<file path="config.mk">
export PLATFORM = sky130hd
export DESIGN_NAME = kiwi_kernel_sched
export DESIGN_NICKNAME = d
export VERILOG_FILES = /design/src/rtl/kiwi_kernel_sched.sv
export SDC_FILE = /design/constraint.sdc
export NUM_CORES = 1
export LEC_CHECK = 0
export BUFFER_PORTS_ARGS = -buffer_cell sky130_fd_sc_hd__buf_2
export CORE_ASPECT_RATIO = 2
export CORE_UTILIZATION = 53
export DETAILED_ROUTE_END_ITERATION = 12
export GPL_ROUTABILITY_DRIVEN = 0
export PLACE_DENSITY_LB_ADDON = 0.1
export SKIP_CTS_REPAIR_TIMING = 1
export SYNTH_ARGS = -nofsm -noshare
export SYNTH_HDL_FRONTEND = slang
export SYNTH_SLANG_ARGS = --single-unit
</file>
<file path="constraint.sdc">
create_clock -name clk -period 5.39 [get_ports clk]
set_clock_uncertainty 0.2 [all_clocks]
set_input_delay 0 -clock clk [delete_from_list [all_inputs] [get_ports clk]]
set_output_delay 0 -clock clk [all_outputs]
set_load 0.02 [all_outputs]
</file>
<file path="src/rtl/kiwi_kernel_sched.sv">
// Shares one start/done/abort kernel between NREQ round-robin requesters, one job at a time.
// Latency: req in IDLE at t -> kern_start at t+1; kern_done at d -> ack at d+1; 4-cycle minimum job.
// Backpressure: req is a level held until ack; later requesters wait in IDLE while a job is busy.
//
// Ports:
//   clk, reset (async, active-low)
//   req/req_arg           per-requester job request level and argument slice
//   ack/ack_status/ack_result  one-hot completion pulse with status (00 ok, 10 abort) and result
//   kern_start/kern_arg/kern_abort/kern_done/kern_result  kernel handshake
//   busy, last_cycles, err_spurious  status outputs
module kiwi_kernel_sched #(
  parameter int NREQ    = 4,
  parameter int ARG_W   = 32,
  parameter int CNT_W   = 16,
  parameter int TIMEOUT = 1000
) (
  input  logic                  clk,
  input  logic                  reset,
  input  logic [NREQ-1:0]       req,
  input  logic [NREQ*ARG_W-1:0] req_arg,
  output logic [NREQ-1:0]       ack,
  output logic [1:0]            ack_status,
  output logic [ARG_W-1:0]      ack_result,
  output logic                  kern_start,
  output logic [ARG_W-1:0]      kern_arg,
  output logic                  kern_abort,
  input  logic                  kern_done,
  input  logic [ARG_W-1:0]      kern_result,
  output logic                  busy,
  output logic [CNT_W-1:0]      last_cycles,
  output logic                  err_spurious
);

  localparam int IDX_W  = (NREQ > 1) ? $clog2(NREQ) : 1;
  localparam int IDX1_W = IDX_W + 1;
  localparam logic [CNT_W-1:0] CNT_MAX = '1;
  localparam logic [CNT_W-1:0] TO_LIM  = CNT_W'(TIMEOUT - 1);
  localparam logic [CNT_W-1:0] TO_LAST = CNT_W'(TIMEOUT);

  typedef enum logic [2:0] {
    S_IDLE,
    S_LAUNCH,
    S_RUN,
    S_COMPLETE,
    S_ABORT
  } state_t;

  state_t            state;
  logic [IDX_W-1:0]  gnt;       // requester owning the current/most recent job
  logic [IDX_W-1:0]  rr_ptr;    // arbitration search starts here
  logic              mask_vld;  // first IDLE cycle after an ack: ignore req[gnt]
  logic [CNT_W-1:0]  cnt;

  logic [NREQ-1:0]   req_eff;
  logic              any_req;
  logic [IDX_W-1:0]  pick;
  logic [IDX1_W-1:0] cand;
  logic [ARG_W-1:0]  pick_arg;
  logic [NREQ-1:0]   gnt_oh;
  logic [IDX_W-1:0]  rr_nxt;
  logic [CNT_W-1:0]  cnt_inc;

  // Round-robin search from rr_ptr upward, wrapping. The just-acked requester
  // is masked for one cycle so a requester that drops req late is not regranted.
  always_comb begin
    req_eff = req;
    if (mask_vld) req_eff[gnt] = 1'b0;
    any_req = 1'b0;
    pick    = '0;
    cand    = '0;
    for (int k = 0; k < NREQ; k++) begin
      cand = {1'b0, rr_ptr} + IDX1_W'(k);
      if (cand >= IDX1_W'(NREQ)) cand = cand - IDX1_W'(NREQ);
      if (!any_req && req_eff[cand[IDX_W-1:0]]) begin
        any_req = 1'b1;
        pick    = cand[IDX_W-1:0];
      end
    end
  end

  always_comb begin
    pick_arg = '0;
    for (int i = 0; i < NREQ; i++) begin
      if (pick == IDX_W'(i)) pick_arg = req_arg[i*ARG_W +: ARG_W];
    end
  end

  assign gnt_oh  = NREQ'(1) << gnt;
  assign rr_nxt  = (gnt == IDX_W'(NREQ - 1)) ? '0 : gnt + IDX_W'(1);
  assign cnt_inc = (cnt == CNT_MAX) ? cnt : cnt + CNT_W'(1);

  // All outputs are registered; pulses default low and are raised on the
  // transition into the state they belong to.
  always_ff @(posedge clk or negedge reset) begin
    if (!reset) begin
      state        <= S_IDLE;
      gnt          <= '0;
      rr_ptr       <= '0;
      mask_vld     <= 1'b0;
      cnt          <= '0;
      ack          <= '0;
      ack_status   <= 2'b00;
      ack_result   <= '0;
      kern_start   <= 1'b0;
      kern_arg     <= '0;
      kern_abort   <= 1'b0;
      busy         <= 1'b0;
      last_cycles  <= '0;
      err_spurious <= 1'b0;
    end else begin
      kern_start <= 1'b0;
      kern_abort <= 1'b0;
      ack        <= '0;
      ack_status <= 2'b00;
      ack_result <= '0;

      if (kern_done && state != S_RUN) err_spurious <= 1'b1;

      case (state)
        S_IDLE: begin
          mask_vld <= 1'b0;
          if (any_req) begin
            gnt        <= pick;
            kern_arg   <= pick_arg;
            kern_start <= 1'b1;
            busy       <= 1'b1;
            state      <= S_LAUNCH;
          end
        end
        S_LAUNCH: begin
          cnt   <= '0;
          state <= S_RUN;
        end
        S_RUN: begin
          cnt <= cnt_inc;
          // Completion takes priority over a watchdog expiry in the same cycle.
          if (kern_done) begin
            last_cycles <= cnt_inc;
            ack         <= gnt_oh;
            ack_status  <= 2'b00;
            ack_result  <= kern_result;
            state       <= S_COMPLETE;
          end else if (cnt == TO_LIM) begin
            last_cycles <= TO_LAST;
            ack         <= gnt_oh;
            ack_status  <= 2'b10;
            kern_abort  <= 1'b1;
            state       <= S_ABORT;
          end
        end
        S_COMPLETE, S_ABORT: begin
          rr_ptr   <= rr_nxt;
          mask_vld <= 1'b1;
          busy     <= 1'b0;
          state    <= S_IDLE;
        end
        default: begin
          busy  <= 1'b0;
          state <= S_IDLE;
        end
      endcase
    end
  end

endmodule

</file>
Word-level counts from Yosys, hierarchy flattened:

Index checks and enable logic that the tools add are counted.

* bits in registers: 114
* bits of input ports: 167

* add/subtract/negate cells: 9
* order comparisons: 10
* equal/unequal tests: 13
* shift operators: 1
* multiplexer cells: 52
* bitwise gates (word level): 3
* reductions and logical operators: 19

Operators by type and width (count)
* $mux W32: 6
* $mux W16: 3
* $pmux W16 S2: 1
* $mux W2: 12
* $add A16 B1 Y16 const B: 1
* $eq A16 B10 Y1 const B: 1
* $eq A16 B16 Y1 const B: 1
* $mux W4: 4
* $lt A2 B3 Y1 const B: 5
* $mux W1: 15
* $ge A3 B3 Y1 const B: 3
* $mux W3: 3
* $pmux W3 S3: 1
* $bmux W1 S2: 4
* $reduce_and A2 Y1: 4
* $sub A2 B1 Y2 const B: 4
* $add A2 B2 Y3 const B: 2
* $eq A2 B2 Y1 const B: 3
* $eq A3 B2 Y1 const B: 2
* $reduce_bool A2 Y1: 3
* $logic_and A1 B1 Y1: 5
* $and A4 B4 Y4: 1
* $not A4 Y4: 1
* $pmux W1 S2: 2
* 17 further kinds: 20

Depth between registers and ports, before layout:

* word-level depth: 24
* mapped depth: 10

Worst setup path before layout:

No wires, ideal clock.

* path kind: flip-flop to flip-flop
* start: register gnt[0]
* end: register kern_arg[10]
* setup time: 0.138 ns
* arrival: 2.149 ns
* slack: 2.902 ns
* cell stages (with the launch flop): 11
* period minus slack after synthesis: 2.488 ns
* path through: dfrtp_1 inv_1 ha_1 mux2_4 a2111oi_0 a31oi_1 nand4bb_4 buf_12 buf_6 mux2i_1 o211ai_1

* word-level cells in the longest chain between the ends: 24
* elaborated cells between the ends (all ways): 39
* those cells by class: 2 x order compare; 3 x eq/ne; 23 x mux; 2 x bitwise; 9 x reduce/logical

RTL lines
* start: declaration: RTL line 49 `logic [IDX_W-1:0] gnt;`
* start signal: assignment: RTL line 123 `gnt <= pick;`
* $lt A2 B3 Y1 (not written as such) or $ge A2 B1 Y1 (tied branches): RTL line 67 `if (mask_vld) req_eff[gnt] = 1'b0;`
* $logic_and A1 B1 Y1 (not written as such): RTL line 67
* $mux W1 (not written as such): RTL line 67
* $demux W1 S2 *: RTL line 67
* $not A4 Y4 (no source line) *
* $and A4 B4 Y4 (no source line) *
* $mux W4 *: RTL line 67
* $bmux W1 S2: RTL line 74 `if (!any_req && req_eff[cand[IDX_W-1:0]]) begin`
* [5 not listed]
* $logic_not A1 Y1: RTL line 74
* $logic_and A1 B1 Y1: RTL line 74
* $mux W1: RTL line 74
* $logic_not A1 Y1: RTL line 74
* $logic_and A1 B1 Y1: RTL line 74
* $mux W2: RTL line 74
* $logic_not A2 Y1: RTL line 84 `if (pick == IDX_W'(i)) pick_arg = req_arg[i*ARG_W +: ARG_W];`
* $mux W32 (4 in a row): RTL line 84
* end signal: assignment: RTL line 124 `kern_arg <= pick_arg;`
* end: declaration: RTL line 25 `output logic [ARG_W-1:0] kern_arg,`

Mark *: on every way between the ends. The rest lies on a longest branch, timed or not. The select of a mux whose other input is x is not followed.
A chain may end at the register's enable or synchronous reset.

Worst setup path after layout:

* start: register gnt[0]
* end: register kern_arg[4]

The elaborated chain is that of the path after synthesis.

==> flow_summary.rst <==
.. list-table::
   :header-rows: 1

   * - Metric
     - Value
   * - Type of the worst setup path
     - flop to flop
   * - Vias in the first global route
     - approximately 5500
   * - Cts bufs inserted
     - 9
   * - Startpoint of the worst register-to-register path
     - gnt[0]
   * - Die span in x
     - 79.5 µm
   * - IR Drop Worst-Case VDD
     - 0.000517 V
   * - Buffer levels on the longest clock path
     - 2
   * - All-Layer GR Usage
     - between 20% and 30%
   * - Count of routing violations after the opening detailed-route iteration
     - 364
   * - Antenna Nets Post-Route
     - 0
   * - Clock root buffer master
     - clkbuf_16
   * - Final hold violation count
     - 1
   * - Height of the die
     - 157 µm
   * - Final Setup Violations
     - 0
   * - Cell Count Post-Placement
     - 1026
   * - Number of design rule violations left after detail routing
     - 0
   * - Worst Path Arrival
     - 4.88 ns
   * - Number of enable flip-flop cells after synthesis
     - 0
   * - Setup slack after layout
     - 0.551 ns
   * - Slack of the worst reg-to-reg path
     - 0.55 ns
   * - Synthesized cell area
     - 0.00637 mm²
   * - Area share of the largest cell type after synthesis
     - between 40% and 50%
   * - Initial antenna violation count
     - 0
   * - Most used flip-flop cell after synthesis
     - dfrtp_1
   * - Total routed wirelength
     - 19600 µm
   * - Final nets
     - 1194
   * - Distinct cell type count of the synthesized netlist
     - 52
   * - Total vias in the final route
     - 6608
   * - Crit path launch type
     - flop
   * - Area growth from synthesis to layout
     - 44.0%
   * - Max-slew violation count
     - 0
   * - Shortest period the worst path allows
     - roughly 4.8 ns
   * - Clk Latency, worst-skew pair
     - 0.35 ns
   * - Routed len/inst
     - roughly 17 µm
   * - Post-place instance area
     - around 0.0076 mm²
   * - Count of H-tree levels built during CTS
     - 3
   * - Core area
     - roughly 0.012 mm²
   * - Die ar.
     - 0.0125 mm²
   * - Power density normalized to cell area
     - about 530 mW/mm²
   * - Syn_nets
     - 852
   * - Reg clk slew, reported paths
     - 0.08 ns
   * - Normalized max-slew margin
     - a little under a fifth
   * - Maximum number of pins on one net before global-route repair
     - slightly below 100
   * - Static leakage power
     - 4.82 nW
   * - Crit share post-route
     - between 80% and 90%
   * - Number of clock sinks
     - 112
   * - Post-route non-filler standard cell count
     - 1173
   * - Max cap viols
     - 0
   * - Post-Synthesis Mean Instance Area
     - 9.37 µm²
   * - Top area cells in the synthesized netlist
     - dfrtp_1, mux2i_1, a211oi_1
   * - Number of storage elements in the synthesis netlist
     - about 110
   * - Unrepaired setup endpoints after global routing
     - false
   * - Boundary pin count
     - about 260
   * - Post-route design area
     - 0.00917 mm²
   * - First-pass GRT wire length
     - 25800 µm
   * - Share of cells above drive strength 1
     - approximately 28%
   * - Type of the most critical hold path
     - input port to asynchronous set/reset pin
   * - Share of the yosys chip area belonging to registers
     - 44.0%
   * - Clock tree from TritonCTS
     - done
   * - Final HPWL from detailed placement
     - 12100 µm
   * - Initial core utilization
     - 54.4%
   * - Setup Total Neg Slack
     - 0 ns
   * - Final core utilization
     - 78.4%
   * - Synth async-reset ratio
     - 100%
   * - Overall power after layout
     - 4.86 mW
   * - Worst setup path startpoint
     - gnt[0]
   * - Sum of overflow across all layers after global routing
     - 0
   * - Ys Warns
     - 0
   * - Worst setup slack before clock tree synthesis
     - ~1.6 ns
   * - Status
     - finished, violations left
   * - Crit path required time
     - roughly 5.4 ns
   * - Worst slew pin tran
     - 1.21 ns
   * - Crit path capture type
     - flop
   * - Largest fanout of any net on the critical path
     - 46
   * - Count of TritonRoute iterations in the first routing pass
     - 5
   * - Floorplan row count
     - 56
   * - Input/output buffers
     - between 200 and 300
   * - Tightest hold margin
     - -0.00214 ns
   * - Most area-hungry cell type in the Yosys netlist
     - dfrtp_1
   * - Max frequency
     - 207 MHz
   * - Ratio of routed vias to standard cells
     - 5.63
   * - Gate Count Post-Synth
     - 680
   * - Failing checks
     - hold timing
## final timing paths
path,endpoint,cells after the start
setup / recovery,kern_arg[4],11
hold / removal,last_cycles[15],2
setup reg to reg,kern_arg[4],11
hold reg to reg,err_spurious,1
max in group asynchronous,state[0],3
min in group clk,ack_result[23],2
## Yosys cell counts, drive strengths merged, types with 5 or more instances
library cell and number:
nand3 10, buf 20, o211ai 33, ha 5, a211oi 68, a21oi 23
o21ai 29, nor3 6, dfrtp 112, nor2 20, and2 5, xor2 5
nand2b 6, and3 34, nand4 6, nand2 66, xnor2 5, inv 73
mux2i 67, clkbuf 40, a22o 5, o31ai 5
## area by class of cell
cell class / count / area (µm²)
Multi-Input combinational cell: 435 / 2990
Clock buffer: 9 / 225
Antenna cell: 1 / 2.50
Sequential cell: 112 / 2800
Timing Repair Buffer: 391 / 2630
Tap cell: 145 / 181
Clock inverter: 7 / 72.6
Fill cell: 768 / 2530
Inverter: 73 / 274
## layout by cell type, fill, tap and decap left out, drive strengths merged, types with 6 or more instances in the layout
master and n:
buf 261, dlygate4sd3 130, dfrtp 112, inv 76, a211oi 68, mux2i 67
nand2 66, and3 34, o211ai 33, o21ai 29, a21oi 23, nor2 20
nand3 10, clkbuf 9, nand4 6, nand2b 6, nor3 6
## critical path, stage by stage (launching register included)
cell	delay, ns
dfrtp_1	0.41
inv_1	0.08
ha_1	0.24
mux2_1	0.33
a21oi_1	0.35
a211oi_1	0.08
nand4bb_4	0.97
buf_4	0.60
mux2i_1	0.20
dlygate4sd3_1	0.57
o211ai_1	0.08
dlygate4sd3_1	0.58
## state kept, by name, indices dropped and copies added (netlist names), 2 cells and up
signal and flops:
kern_arg 32, ack 4, last_cycles 16, ack_result 32, gnt 2, state 3, cnt 16, rr_ptr 2
## logic make-up after synthesis
logic type	Yosys count	synth area share (%)
AO/OA/AOI/OAI	186	20.4
AND/OR/NAND/NOR	164	12.8
buffers and inverters	133	9.37
flip-flops	112	44.0
multiplexers	69	10.9
XOR/XNOR	10	1.38
adder cells (fa/ha/maj)	5	0.982
other	1	0.0589
## power breakdown
| part | switching (mW) | internal (mW) | leakage (nW) | total (mW) |
|---|---|---|---|---|
| Sequential | 0.167 | 1.08 | 1.46 | 1.25 |
| Combinational | 1.57 | 1.36 | 3.21 | 2.94 |
| Clock | 0.344 | 0.328 | 0.143 | 0.672 |
## routing by layer
metal  up-vias  share of wire [%]  global-route usage (%)
met5         -                  0                       0
met4         0                3.4                    13.5
met3        59                5.3                    4.81
met2       276                 56                    47.7
met1      3192                 35                    28.6
li1       3081                  -                       -
Power figures use the tool's default switching activity.
